### config.mk
export PLATFORM = sky130hd
export DESIGN_NAME = vga_timing_gen
export DESIGN_NICKNAME = d
export VERILOG_FILES = /design/src/rtl/vga_timing_gen.sv
export SDC_FILE = /design/constraint.sdc
export NUM_CORES = 1
export LEC_CHECK = 0
export BUFFER_PORTS_ARGS = -buffer_cell sky130_fd_sc_hd__buf_2
export CORE_MARGIN = 1.5
export CORE_UTILIZATION = 35
export DETAILED_ROUTE_END_ITERATION = 6
export PLACE_DENSITY_LB_ADDON = 0.15
export SYNTH_ARGS = -nofsm -noshare
export SYNTH_HDL_FRONTEND = slang
export SYNTH_SLANG_ARGS = --single-unit
### constraint.sdc
create_clock -name clk -period 3.67 [get_ports clk]
set_input_delay 0.734 -clock clk [delete_from_list [all_inputs] [get_ports clk]]
set_output_delay 0.734 -clock clk [all_outputs]
set_load 0.03 [all_outputs]
### src/rtl/vga_timing_gen.sv
// VGA raster timing generator: pixel/line counters, active-video flag, sync strobes.
// Latency: 1 clk from an enabled cycle to the registered position it describes.
// Backpressure: none; pix_en gates advancement and all outputs hold while it is low.
module vga_timing_gen #(
    parameter int H_ACTIVE = 640,
    parameter int H_FP     = 16,
    parameter int H_SYNC   = 96,
    parameter int H_BP     = 48,
    parameter int V_ACTIVE = 480,
    parameter int V_FP     = 10,
    parameter int V_SYNC   = 2,
    parameter int V_BP     = 33,
    parameter int SYNC_POL = 0
) (
    input  logic       clk,
    input  logic       rst,
    input  logic       pix_en,
    output logic [9:0] hcount_out,
    output logic [9:0] vcount_out,
    output logic       vga_active_out,
    output logic       hsync_out,
    output logic       vsync_out,
    output logic       line_start_out,
    output logic       frame_start_out
);

    localparam int H_TOTAL = H_ACTIVE + H_FP + H_SYNC + H_BP;
    localparam int V_TOTAL = V_ACTIVE + V_FP + V_SYNC + V_BP;

    // Counters are 10 bits wide, so neither raster dimension may exceed 1024.
    if (H_TOTAL > 1024 || V_TOTAL > 1024) begin : g_total_check
        $error("vga_timing_gen: H_TOTAL/V_TOTAL must not exceed 1024");
    end

    localparam logic [9:0] H_LAST   = 10'(H_TOTAL - 1);
    localparam logic [9:0] V_LAST   = 10'(V_TOTAL - 1);
    localparam logic [9:0] H_VIS    = 10'(H_ACTIVE);
    localparam logic [9:0] V_VIS    = 10'(V_ACTIVE);
    localparam logic [9:0] HS_FIRST = 10'(H_ACTIVE + H_FP);
    localparam logic [9:0] HS_LAST  = 10'(H_ACTIVE + H_FP + H_SYNC - 1);
    localparam logic [9:0] VS_FIRST = 10'(V_ACTIVE + V_FP);
    localparam logic [9:0] VS_LAST  = 10'(V_ACTIVE + V_FP + V_SYNC - 1);
    localparam logic       SYNC_ON  = (SYNC_POL != 0);

    // Set by the first enabled cycle after reset; until then the next position is (0,0)
    // rather than (1,0), so the first visible pixel is the origin.
    logic       started;
    logic [9:0] h_nxt;
    logic [9:0] v_nxt;

    // Next raster position: origin before the first advance, otherwise step with wrap.
    always_comb begin
        h_nxt = 10'd0;
        v_nxt = 10'd0;
        if (started) begin
            if (hcount_out == H_LAST) begin
                h_nxt = 10'd0;
                v_nxt = (vcount_out == V_LAST) ? 10'd0 : vcount_out + 10'd1;
            end else begin
                h_nxt = hcount_out + 10'd1;
                v_nxt = vcount_out;
            end
        end
    end

    // All outputs are decoded from the next position and registered together, so every
    // output always describes the same (hcount, vcount) pair.
    always_ff @(posedge clk) begin
        if (rst) begin
            started         <= 1'b0;
            hcount_out      <= 10'd0;
            vcount_out      <= 10'd0;
            vga_active_out  <= 1'b0;
            hsync_out       <= ~SYNC_ON;
            vsync_out       <= ~SYNC_ON;
            line_start_out  <= 1'b0;
            frame_start_out <= 1'b0;
        end else if (pix_en) begin
            started         <= 1'b1;
            hcount_out      <= h_nxt;
            vcount_out      <= v_nxt;
            vga_active_out  <= (h_nxt < H_VIS) && (v_nxt < V_VIS);
            hsync_out       <= (h_nxt >= HS_FIRST && h_nxt <= HS_LAST) ? SYNC_ON : ~SYNC_ON;
            vsync_out       <= (v_nxt >= VS_FIRST && v_nxt <= VS_LAST) ? SYNC_ON : ~SYNC_ON;
            line_start_out  <= (h_nxt == 10'd0);
            frame_start_out <= (h_nxt == 10'd0) && (v_nxt == 10'd0);
        end else begin
            // Position holds; start strobes are single-clk regardless of enable gaps.
            line_start_out  <= 1'b0;
            frame_start_out <= 1'b0;
        end
    end

endmodule

* Yosys cells after proc, flatten, opt, wreduce, memory -nomap -nowiden
Cells that the tools add are included.
Cells by class: equality and inequality tests 2, bitwise logic cells 1, magnitude comparators 6, reductions and logical operators 7, $add $sub $neg 2, multiplexer cells 7
Operator list (number):
- 2-to-1 mux 10 bit | 5
- adder 10 x 1 -> 10 bit, second input constant | 2
- == test 10 bit, second input constant | 2
- zero test 10 bit | 2
- greater-or-equal comparator 10 bit, second input constant | 1
- greater-or-equal comparator 10 x 9 -> 1 bit, second input constant | 1
- less-or-equal comparator 10 bit, second input constant | 1
- less-or-equal comparator 10 x 9 -> 1 bit, second input constant | 1
- less-than comparator 10 bit, second input constant | 1
- less-than comparator 10 x 9 -> 1 bit, second input constant | 1
- logical AND 1 bit | 4
- 2-to-1 mux 1 bit | 2
- OR reduction 2 bit | 1
- NOT 1 bit | 1
Storage, ports and cells: input bits 3, output and inout bits 25, flip-flop bits (word level) 26, logic and storage cells 33

* Longest topological paths before layout
depth in word-level cells 7, gate-level depth with buffers 9

* Worst setup path before layout
Ideal clock, no wire load.
path kind register -> register, start register hcount_out[1], end register vga_active_out, required time 3.569 ns, stages on the path, launching flop included 10, path buffers 2, setup slack 1.171 ns, period minus slack after synthesis 2.499 ns, setup time 0.101 ns, arrival time 2.398 ns, cell sequence dfxtp_1 > ha_1 > buf_2 > nand4_4 > or3_1 > buf_6 > nor3_4 > xnor2_1 > nor4_2 > o41ai_1
On the way: cells in the longest elaborated chain, start to end 5, elaborated cells on any way between the ends 9, classes of those cells add/sub: 1; order compare: 2; eq/ne: 1; mux: 4; reduce/logical: 1
RTL lines:
- start: declaration | RTL line 18 | output logic [9:0] hcount_out,
- start signal: assignment | RTL line 80 | hcount_out <= h_nxt;
- adder 10 x 1 -> 10 bit or == test 10 bit (tied branches) | RTL line 60, 56
- 2-to-1 mux 10 bit | RTL line 56 | if (hcount_out == H_LAST) begin
- 2-to-1 mux 10 bit | RTL line 55 | if (started) begin
- less-than comparator 10 bit or less-than comparator 10 x 9 -> 1 bit (tied branches) | RTL line 82 | vga_active_out <= (h_nxt < H_VIS) && (v_nxt < V_VIS);
- logical AND 1 bit (*) | RTL line 82
- end signal: assignment | RTL line 82
- end: declaration | RTL line 20 | output logic vga_active_out,
Every way passes the cells marked *; elsewhere a longest branch is shown, timed or not. A chain may end at the register's enable or synchronous reset.

* Final worst setup path
start register hcount_out[0], end register vga_active_out
The elaborated chain is that of the path after synthesis.

==> impl_metrics.py <==
metrics = {
    "outcome": {
        "status": "finished clean",
    },
    "clocking": {
        "post_cts_buffers": 0,
        "h-tree-depth": 1,
        "clockBufferDepth": 2,
        "ctsResizeCount": 0,
        "cts_tree": "yes",
        "clock_latency_ns": 0.28,
        "clock-sinks": 26,
        "cts-root-buf": "clkbuf_8",
        "hold_buffers": 0,
        "cts_made_buffers": 3,
        "path_clk_slew_ns": 0.09,
    },
    "timing": {
        "finalSetupViolations": 0,
        "setup_tns_ns": 0,
        "fmax_ghz": 0.3707,
        "period_share_pct": 73.51,
        "fin_crit_ns": 2.698,
        "slew_headroom_pct": 55.59,
        "worst_slew_pin_slew_ns": 0.6600,
        "whs_ns": 0.4967,
        "drv_slew": 0,
        "finalHoldViolCount": 0,
        "fin_skew_ns": 0.005860,
        "rsz0062_at_grt": "no",
    },
    "cells_and_area": {
        "n_fill_cell": 575,
        "layout.cells.non_filler": 330,
        "area_growth_pct": 9.933,
        "num_antenna_cells": 0,
        "nNetsFinal": 267,
        "drive_above_1_share_pct": 15.38,
    },
    "place": {
        "gp_congestion": 0.8065,
        "portBuffers": 27,
        "hpwl_mm": 3.692,
        "dp_cells": 326,
    },
    "logic_synthesis": {
        "synth_area_leaders": "dfxtp_1 28%, a21oi_1 6.4%, nand2_1 4.6%",
        "synth_compound_area_share_pct": 18.20,
        "synth_top_area_share_pct": 27.73,
        "synth-main-ff-cell": "dfxtp_1",
        "synthAdderAreaFrac_pct": 2.000,
        "synth_top_family_by_area": "simple AND/OR/NAND/NOR gates",
        "synth.cells.most_frequent": "26 x dfxtp_1, 24 x a21oi_1, 23 x nand2_1",
        "synth-simple-area-share_pct": 37.40,
        "synthDistinctLibCells": 48,
        "synthXorXnorAreaFrac_pct": 6.533,
        "ys_seq_area_share_pct": 27.73,
        "netlist_instances": 250,
        "ys_ff_latch": 26,
        "synth_most_common_cell": "dfxtp_1",
        "yosys_warnings": 0,
        "synth_edf_count": 0,
        "synth.largest_area_cell": "dfxtp_1",
        "synth_async_sr_flop_share_pct": 0,
        "syn_nets": 256,
        "netlist_area_mm2": 0.001877,
        "synth.area.mux_share_pct": 1.667,
        "avgSynthCellArea_um2": 7.507,
    },
    "grt": {
        "grt_start_max_net_pins": 28,
        "grt_use_met1_pct": 26.87,
        "busiest_layer": "met2",
        "grt_pass1_wl_mm": 8.956,
        "antenna_found_initial": 0,
        "grt_usage_pct": 18.79,
        "grtUsageMet2_pct": 29.38,
        "grt_pass1_vias": 1753,
        "gr-usage-met3_pct": 2.515,
        "gr-total-overflow": 0,
    },
    "critical_path": {
        "cp.required_ns": 3.84,
        "crit_fanout": 10,
        "startpoint_type": "flip-flop",
        "cp.arrival_ns": 2.87,
        "worstSetupEndpointType": "flip-flop",
        "crit_type": "flip-flop to flip-flop",
    },
    "detailed_routing": {
        "detail_route.vias_per_cell": 5.676,
        "routedWlPerCell_um": 15.96,
        "firstDrtPassIters": 4,
        "num_vias": 1873,
        "drc": 0,
        "drt-total-wl_mm": 5.268,
        "drt.antenna.violating_nets": 0,
        "first_iter_violations": 113,
    },
    "pwr": {
        "power_density_mw_per_mm2": 253.9,
        "peakVddDrop_mv": 0.1012,
        "total_leakage_power_nw": 0.7597,
    },
    "floorplan": {
        "dieWidth_um": 76.23,
        "die-area_mm2": 0.005810,
        "fp-row-count": 26,
        "core_mm2": 0.005140,
        "io_pins": 28,
        "die_y_um": 76.23,
        "initial_utilization_pct": 36.51,
    },
    "run": {
        "max_cap_violations": 0,
    },
    "min_path": {
        "worst_hold_path_type": "flip-flop to flip-flop",
    },
}
-- layer usage --
layer / vias up / share of wire, %
li1: 933 / -
met1: 877 / 49
met2: 56 / 45
met3: 7 / 5.1
met4: 0 / 1.3
met5: - / 0
-- sequential cells by signal (all words and copies together), names as in the netlist --
signal           cells
hsync_out            1
hcount_out          10
vcount_out          10
vsync_out            1
frame_start_out      1
started              1
line_start_out       1
vga_active_out       1
-- final cells by class --
cell class / instances / area, µm² / area share [%]
multi-input cells: 196 / 1235 / 59.85
flip-flops and latches: 26 / 520.5 / 25.23
inverters: 6 / 22.52 / 1.092
clock buffers: 4 / 55.05 / 2.668
well taps: 70 / 87.58 / 4.245
repair buffers: 28 / 142.6 / 6.913
-- worst max-delay path, stage by stage (launching register included) --
cell and delay, ns:
dfxtp_1 0.47, ha_1 0.41, nand4_4 0.19, or3_1 0.61, o21ai_1 0.45, nor4_2 0.12
o41ai_1 0.35
-- where the power goes --
part           total [W]  switching, W  internal [W]
Sequential      0.000289    0.00000367      0.000285
Clock           0.000191     0.0000953     0.0000961
Combinational  0.0000433     0.0000325     0.0000109
Total           0.000524      0.000131      0.000392
-- worst paths after layout --
path         slack [ns]           start  depth (start not counted)        endpoint
max reg2reg        0.97   hcount_out[0]                          6  vga_active_out
max                0.97   hcount_out[0]                          6  vga_active_out
min reg2reg        0.50  vga_active_out                          2  vga_active_out
min                0.50  vga_active_out                          2  vga_active_out
-- metrics by stage --
step / area (µm²) / worst slack (ns) / power, W / util, %
6_report: 2063 / 0.9721 / 0.0005239 / 40.14
5_1_grt: 2063 / 0.7069 / 0.0005480 / 40.14
4_1_cts: 2063 / 0.9764 / 0.0005342 / 40.14
3_5_place_dp: 2008 / 1.010 / 0.0003394 / 39.07
3_3_place_gp: 2008 / 1.064 / 0.0003395 / 39.07
2_1_floorplan: 1877 / 1.171 / 0.0003252 / -
-- cells by family (layout without fill, tap and decap cells) --
logic type	count (synthesis)	count (layout)
and+or+nand+nor	119	119
xor gates and xnor gates	14	14
muxes	3	3
buffers and inverters	28	38
AOI/OAI and AO/OA	57	57
adders and majority gates	3	3
DFF	26	26
-- cells in the final DEF (no fill, tap or decap), types with 5 or more instances in the layout --
cell type / count
a21oi_1: 24
nand3_1: 15
o21ai_0: 12
nand4b_1: 5
and3_1: 8
nor3_1: 9
nor4_1: 5
inv_1: 6
nor2_1: 16
or3_1: 6
xor2_1: 5
nand2_1: 23
dfxtp_1: 26
buf_2: 27
xnor2_1: 9
a31oi_1: 5
nand4_1: 6
(Power assumes the default switching activity.)
